`src/rtl/mac_frame_accumulator_if.sv`:
```
// Stream bundle between the MAC result pipeline, the frame accumulator and its frame consumer.
// slave is the accumulator side; master is the upstream/downstream environment side.
interface mac_frame_accumulator_if #(
  parameter int DW = 8,
  parameter int AW = 2*DW+4
);
  logic [2*DW-1:0] s_data;
  logic            s_valid;
  logic            s_ready;
  logic            s_ovf;
  logic            flush;
  logic [AW-1:0]   m_data;
  logic [7:0]      m_count;
  logic            m_ovf;
  logic            m_sat;
  logic            m_valid;
  logic            m_ready;

  modport slave (
    input  s_data, s_valid, s_ovf, flush, m_ready,
    output s_ready, m_data, m_count, m_ovf, m_sat, m_valid
  );

  modport master (
    output s_data, s_valid, s_ovf, flush, m_ready,
    input  s_ready, m_data, m_count, m_ovf, m_sat, m_valid
  );
endinterface

```
`src/rtl/mac_frame_accumulator.sv`:
```
// Sums N MAC results (saturating) into one frame total; m_valid rises the cycle after the closing beat.
// Input is stalled (s_ready=0) while a frame result waits for m_ready; s_ready never depends on m_ready.
module mac_frame_accumulator #(
  parameter int DW = 8,
  parameter int N  = 4,
  parameter int AW = 2*DW+4
) (
  input logic                    clk,
  input logic                    reset,
  mac_frame_accumulator_if.slave bus
);
  typedef enum logic {ACC, OUT} state_t;

  localparam logic [7:0] N_CNT = 8'(N);

  state_t        state, state_nxt;
  logic [AW-1:0] acc, acc_nxt;
  logic [7:0]    cnt, cnt_nxt;
  logic          ovf, ovf_nxt;
  logic          sat, sat_nxt;

  logic [AW-1:0] m_data_q, m_data_nxt;
  logic [7:0]    m_count_q, m_count_nxt;
  logic          m_ovf_q, m_ovf_nxt;
  logic          m_sat_q, m_sat_nxt;

  logic          beat;
  logic [AW:0]   sum;
  logic [AW-1:0] acc_add;
  logic [7:0]    cnt_add;
  logic          ovf_add;
  logic          sat_add;

  assign bus.s_ready = reset && (state == ACC);
  assign bus.m_valid = (state == OUT);
  assign bus.m_data  = m_data_q;
  assign bus.m_count = m_count_q;
  assign bus.m_ovf   = m_ovf_q;
  assign bus.m_sat   = m_sat_q;

  assign beat = bus.s_valid && bus.s_ready;

  // One extra bit catches the carry that signals saturation.
  assign sum     = (AW+1)'(acc) + (AW+1)'(bus.s_data);
  assign acc_add = sum[AW] ? {AW{1'b1}} : sum[AW-1:0];
  assign sat_add = sat | sum[AW];
  assign cnt_add = cnt + 8'd1;
  assign ovf_add = ovf | bus.s_ovf;

  always_comb begin
    state_nxt   = state;
    acc_nxt     = acc;
    cnt_nxt     = cnt;
    ovf_nxt     = ovf;
    sat_nxt     = sat;
    m_data_nxt  = m_data_q;
    m_count_nxt = m_count_q;
    m_ovf_nxt   = m_ovf_q;
    m_sat_nxt   = m_sat_q;
    case (state)
      ACC: begin
        if (beat) begin
          acc_nxt = acc_add;
          cnt_nxt = cnt_add;
          ovf_nxt = ovf_add;
          sat_nxt = sat_add;
          if (cnt_add == N_CNT || bus.flush) begin
            state_nxt   = OUT;
            m_data_nxt  = acc_add;
            m_count_nxt = cnt_add;
            m_ovf_nxt   = ovf_add;
            m_sat_nxt   = sat_add;
          end
        end else if (bus.flush && cnt != 8'd0) begin
          // Flush on an empty frame is dropped so no zero-beat result is emitted.
          state_nxt   = OUT;
          m_data_nxt  = acc;
          m_count_nxt = cnt;
          m_ovf_nxt   = ovf;
          m_sat_nxt   = sat;
        end
      end
      OUT: begin
        if (bus.m_ready) begin
          state_nxt = ACC;
          acc_nxt   = '0;
          cnt_nxt   = '0;
          ovf_nxt   = 1'b0;
          sat_nxt   = 1'b0;
        end
      end
      default: state_nxt = ACC;
    endcase
  end

  always_ff @(posedge clk) begin
    if (!reset) begin
      state     <= ACC;
      acc       <= '0;
      cnt       <= '0;
      ovf       <= 1'b0;
      sat       <= 1'b0;
      m_data_q  <= '0;
      m_count_q <= '0;
      m_ovf_q   <= 1'b0;
      m_sat_q   <= 1'b0;
    end else begin
      state     <= state_nxt;
      acc       <= acc_nxt;
      cnt       <= cnt_nxt;
      ovf       <= ovf_nxt;
      sat       <= sat_nxt;
      m_data_q  <= m_data_nxt;
      m_count_q <= m_count_nxt;
      m_ovf_q   <= m_ovf_nxt;
      m_sat_q   <= m_sat_nxt;
    end
  end
endmodule
```
`src/flat_wrapper.sv`:
```
// flat-port wrapper written by rule: the top's interface ports become plain ports
module mac_frame_accumulator_flat 
#(
  parameter int DW = 8,
  parameter int N  = 4,
  parameter int AW = 2*DW+4
)
  (clk, reset, bus_s_data, bus_s_valid, bus_s_ovf, bus_flush, bus_m_ready, bus_s_ready, bus_m_data, bus_m_count, bus_m_ovf, bus_m_sat, bus_m_valid);
  mac_frame_accumulator_if #(.DW(DW), .AW(AW)) bus_i ();
  input logic clk;
  input logic reset;
  input wire logic [$bits(bus_i.s_data)-1:0] bus_s_data;
  input wire logic [$bits(bus_i.s_valid)-1:0] bus_s_valid;
  input wire logic [$bits(bus_i.s_ovf)-1:0] bus_s_ovf;
  input wire logic [$bits(bus_i.flush)-1:0] bus_flush;
  input wire logic [$bits(bus_i.m_ready)-1:0] bus_m_ready;
  output wire logic [$bits(bus_i.s_ready)-1:0] bus_s_ready;
  output wire logic [$bits(bus_i.m_data)-1:0] bus_m_data;
  output wire logic [$bits(bus_i.m_count)-1:0] bus_m_count;
  output wire logic [$bits(bus_i.m_ovf)-1:0] bus_m_ovf;
  output wire logic [$bits(bus_i.m_sat)-1:0] bus_m_sat;
  output wire logic [$bits(bus_i.m_valid)-1:0] bus_m_valid;
  assign bus_i.s_data = bus_s_data;
  assign bus_i.s_valid = bus_s_valid;
  assign bus_i.s_ovf = bus_s_ovf;
  assign bus_i.flush = bus_flush;
  assign bus_i.m_ready = bus_m_ready;
  assign bus_s_ready = bus_i.s_ready;
  assign bus_m_data = bus_i.m_data;
  assign bus_m_count = bus_i.m_count;
  assign bus_m_ovf = bus_i.m_ovf;
  assign bus_m_sat = bus_i.m_sat;
  assign bus_m_valid = bus_i.m_valid;
  mac_frame_accumulator #(.DW(DW), .N(N), .AW(AW)) u_core (.clk(clk), .reset(reset), .bus(bus_i));
endmodule
```
`config.mk`:
```
export PLATFORM = sky130hd
export DESIGN_NAME = mac_frame_accumulator_flat
export DESIGN_NICKNAME = d
export VERILOG_FILES = /design/src/rtl/mac_frame_accumulator_if.sv /design/src/rtl/mac_frame_accumulator.sv /design/src/flat_wrapper.sv
export SDC_FILE = /design/constraint.sdc
export NUM_CORES = 1
export LEC_CHECK = 0
export CAP_MARGIN = 10
export CORE_MARGIN = 2
export CORE_UTILIZATION = 59
export DETAILED_ROUTE_END_ITERATION = 8
export GPL_ROUTABILITY_DRIVEN = 0
export PLACE_DENSITY = 0.92
export SLEW_MARGIN = 20
export SYNTH_ARGS = -nofsm -noshare
export SYNTH_HDL_FRONTEND = slang
export SYNTH_SLANG_ARGS = --single-unit
```
`constraint.sdc`:
```
create_clock -name clk -period 6.76 [get_ports clk]
set_input_delay 1.014 -clock clk [delete_from_list [all_inputs] [get_ports clk]]
set_output_delay 1.014 -clock clk [all_outputs]
set_load 0.005 [all_outputs]
```
==> flow_summary.ini <==
[run_status]
status = complete, no violations

[critical_path]
critical_path_arrival_ps = 3990
worstPathMaxFanout = 7
endpoint_kind = flip-flop
crit_path_start = bus_s_data[0]
cp-start-kind = input pin
cp-endpoint = u_core.bus.m_data[5]
slowest_delay_ps = 430
cp_cell_sequence = clkdlybuf4s50_1 > ha_1 > fa_1 > a211oi_1 > o2111ai_1 > nand2_1 > o21ai_0 > buf_4 > o21ai_0 > a21oi_1 > a31o_2
cp_common_cell = o21ai_0
cp.required_ps = 7000
crit_slowest_cell = fa_1
r2r_setup_slack_ps = 3770
reg2regPathDepth = 10
criticalPathCategory = in2reg
r2r_start = u_core.acc[0]
rr_endpoint = u_core.bus.m_data[5]

[power_and_ir_drop]
p_switching_uw = 280
combPwrFrac = 0.234
p_int_uw = 655
power_uw = 934
p_leak_nw = 1.60
power_density_nw_per_um2 = 217
ir_drop_v = 0.000142
pwr-share-seq = 0.425
clock_power_share = 0.341
switching_share = 0.299

[layout]
final_core_util = 0.729
final_area_um2 = 4310
antenna_cells = 0
nNetsFinal = 543
final.fill_count = 458
drive_gt1_frac = 0.0656
fin_cells = 578
final_common_cell = dfxtp_1
most-common-layout-cells = 61 x dfxtp_1, 56 x nand2_1, 53 x a21oi_1, 53 x clkdlybuf4s50_1, 51 x nor2_1
syn_to_final_growth_pct = 19.8

[synthesis]
synth.avg_cell_area_um2 = 7.83
syn_inst = 460
synth_async_sr_flop_share = 0
synth_nets = 502
synth_warnings = 0
synth-seq-cells = 61
synthFlopType = dfxtp_1
synth_edf_count = 0
ys_types = 63
syn-cell-area_um2 = 3600
yosysSeqAreaShare = 0.339

[floorplan]
start_util = 0.608
dieWidth_um = 82.1
dieArea_um2 = 6740
die_y_um = 82.1
io_pins = 54
placementRows = 28
core_region_area_um2 = 5920

[detailed_routing]
drt_pass1_iterations = 6
vias_per_cell = 6.36
ant_nets = 0
vias = 3675
avgRoutedWirePerCell_um = 16.8
drtIter0Drc = 352
drt_wl_total_um = 9690
post-route-drc-count = 0

[sta]
final.min_clock_period_ps = 3740
hold_viol = 0
fin_setup_tns_ps = 0
max_clock_freq_ghz = 0.267
clock_skew_ps = 7.50
fin_crit_sh = 0.554
setup_viol = 0
slew_viol_final = 0
slew_headroom = 0.359
rsz0062_at_grt = false
worstMarginPinSlew_ps = 961

[global_route]
grt_pass1_wl_um = 15400
grt_start_max_net_pins = 48
grt_overflow = 0
grt_pass1_vias = 3311
antenna_found_initial = 0
grt_use_total = 0.297

[clock_tree]
cts_resized = 0
cts_inserted_buffers = 9
cts_setup_buffers = 0
clock_path_buffers = 2
clk_latency_ps = 350
cts_tree = yes
cts-root-buf = clkbuf_8
cts_max_level = 3
clk_pin_slew_ps = 70
cts.sink_count = 61
ctsHoldBuffers = 0

[placed_design]
place_hpwl_um = 6610
dp_cells = 565
dpl-instance-area_um2 = 4130
portBuffers = 53

[min_path]
hold_path.class = reg2reg

[flow_run]
maxCapViolations = 0
## metal layers
metal | vias to the layer above | global-route usage | share of wire
li1 | 1752 | - | -
met1 | 1704 | 0.369 | 0.43
met2 | 186 | 0.495 | 0.47
met3 | 33 | 0.0696 | 0.071
met4 | 0 | 0.122 | 0.030
met5 | - | 0 | 0
## synthesized netlist by cell type, drive strengths merged, types with 7 or more instances
cell type | number | share of area
dfxtp | 61 | 0.34
nand2 | 58 | 0.062
a21oi | 57 | 0.082
nor2 | 52 | 0.055
o21ai | 38 | 0.054
ha | 19 | 0.066
clkbuf | 18 | 0.019
inv | 12 | 0.013
a21o | 10 | 0.021
nand3 | 10 | 0.014
buf | 9 | 0.017
or3 | 9 | 0.017
xnor2 | 9 | 0.022
nor3 | 8 | 0.013
a211oi | 7 | 0.015
## per-stage QoR
| stage | hold slack (ps) | worst slack, ps |
|---|---|---|
| after floorplan | 448 | 3550 |
| after global placement | 434 | 2790 |
| after detailed placement | 445 | 2750 |
| after CTS | 459 | 3070 |
| after global routing | 474 | 2830 |
| final | 456 | 3020 |
## cell families after synthesis
| group | after synthesis | synth area share |
|---|---|---|
| flip-flops | 61 | 0.339 |
| XOR/XNOR | 15 | 0.0365 |
| adder cells (fa/ha/maj) | 20 | 0.0716 |
| AO/OA/AOI/OAI | 159 | 0.285 |
| AND/OR/NAND/NOR | 162 | 0.208 |
| multiplexers | 4 | 0.0115 |
| buffers and inverters | 39 | 0.0487 |
## power by group through the flow
stage | Combinational [mW] | Sequential, mW | Clock (mW)
detailed placement | 0.211 | 0.404 | 0
finish | 0.218 | 0.397 | 0.319
global route | 0.237 | 0.399 | 0.335
floorplan | 0.145 | 0.400 | 0
global placement | 0.207 | 0.403 | 0
CTS | 0.213 | 0.396 | 0.323
## worst max-delay path: cells and delay by family
| family | cells | cell delay (ps) |
|---|---|---|
| adders and majority gates | 2 | 660 |
| AOI/OAI and AO/OA | 6 | 1470 |
| and+or+nand+nor | 1 | 150 |
| buffers and inverters | 2 | 680 |
## layout make-up
cell class,instances,area [µm²],share of cell area
clock buffer,11,151,0.0351
tap,75,93.8,0.0218
multi-input combinational,360,2210,0.512
sequential,61,1220,0.283
clock inverter,2,35.0,0.00812
inverter,12,45.0,0.0104
timing repair buffer,57,561,0.130
## flip-flops by register name, summed over array words and instances, names as in the netlist
name                cells
u_core.cnt              8
u_core.bus.m_count      8
u_core.sat              1
u_core.ovf              1
u_core.acc             20
u_core.bus.m_sat        1
u_core.bus.m_data      20
u_core.bus.m_ovf        1
u_core.bus.m_valid      1
## worst min path at each step
stage                            endpoint             startpoint  depth (start not counted)  slack, ps
floorplan            u_core.bus.m_data[0]   u_core.bus.m_data[0]                          2        450
CTS                 u_core.bus.m_data[14]  u_core.bus.m_data[14]                          2        460
finish              u_core.bus.m_data[14]  u_core.bus.m_data[14]                          2        460
detailed placement  u_core.bus.m_data[14]  u_core.bus.m_data[14]                          2        440
global route        u_core.bus.m_data[14]  u_core.bus.m_data[14]                          2        470
global placement    u_core.bus.m_data[10]  u_core.bus.m_data[10]                          1        430
Power figures use the tool's default switching activity.
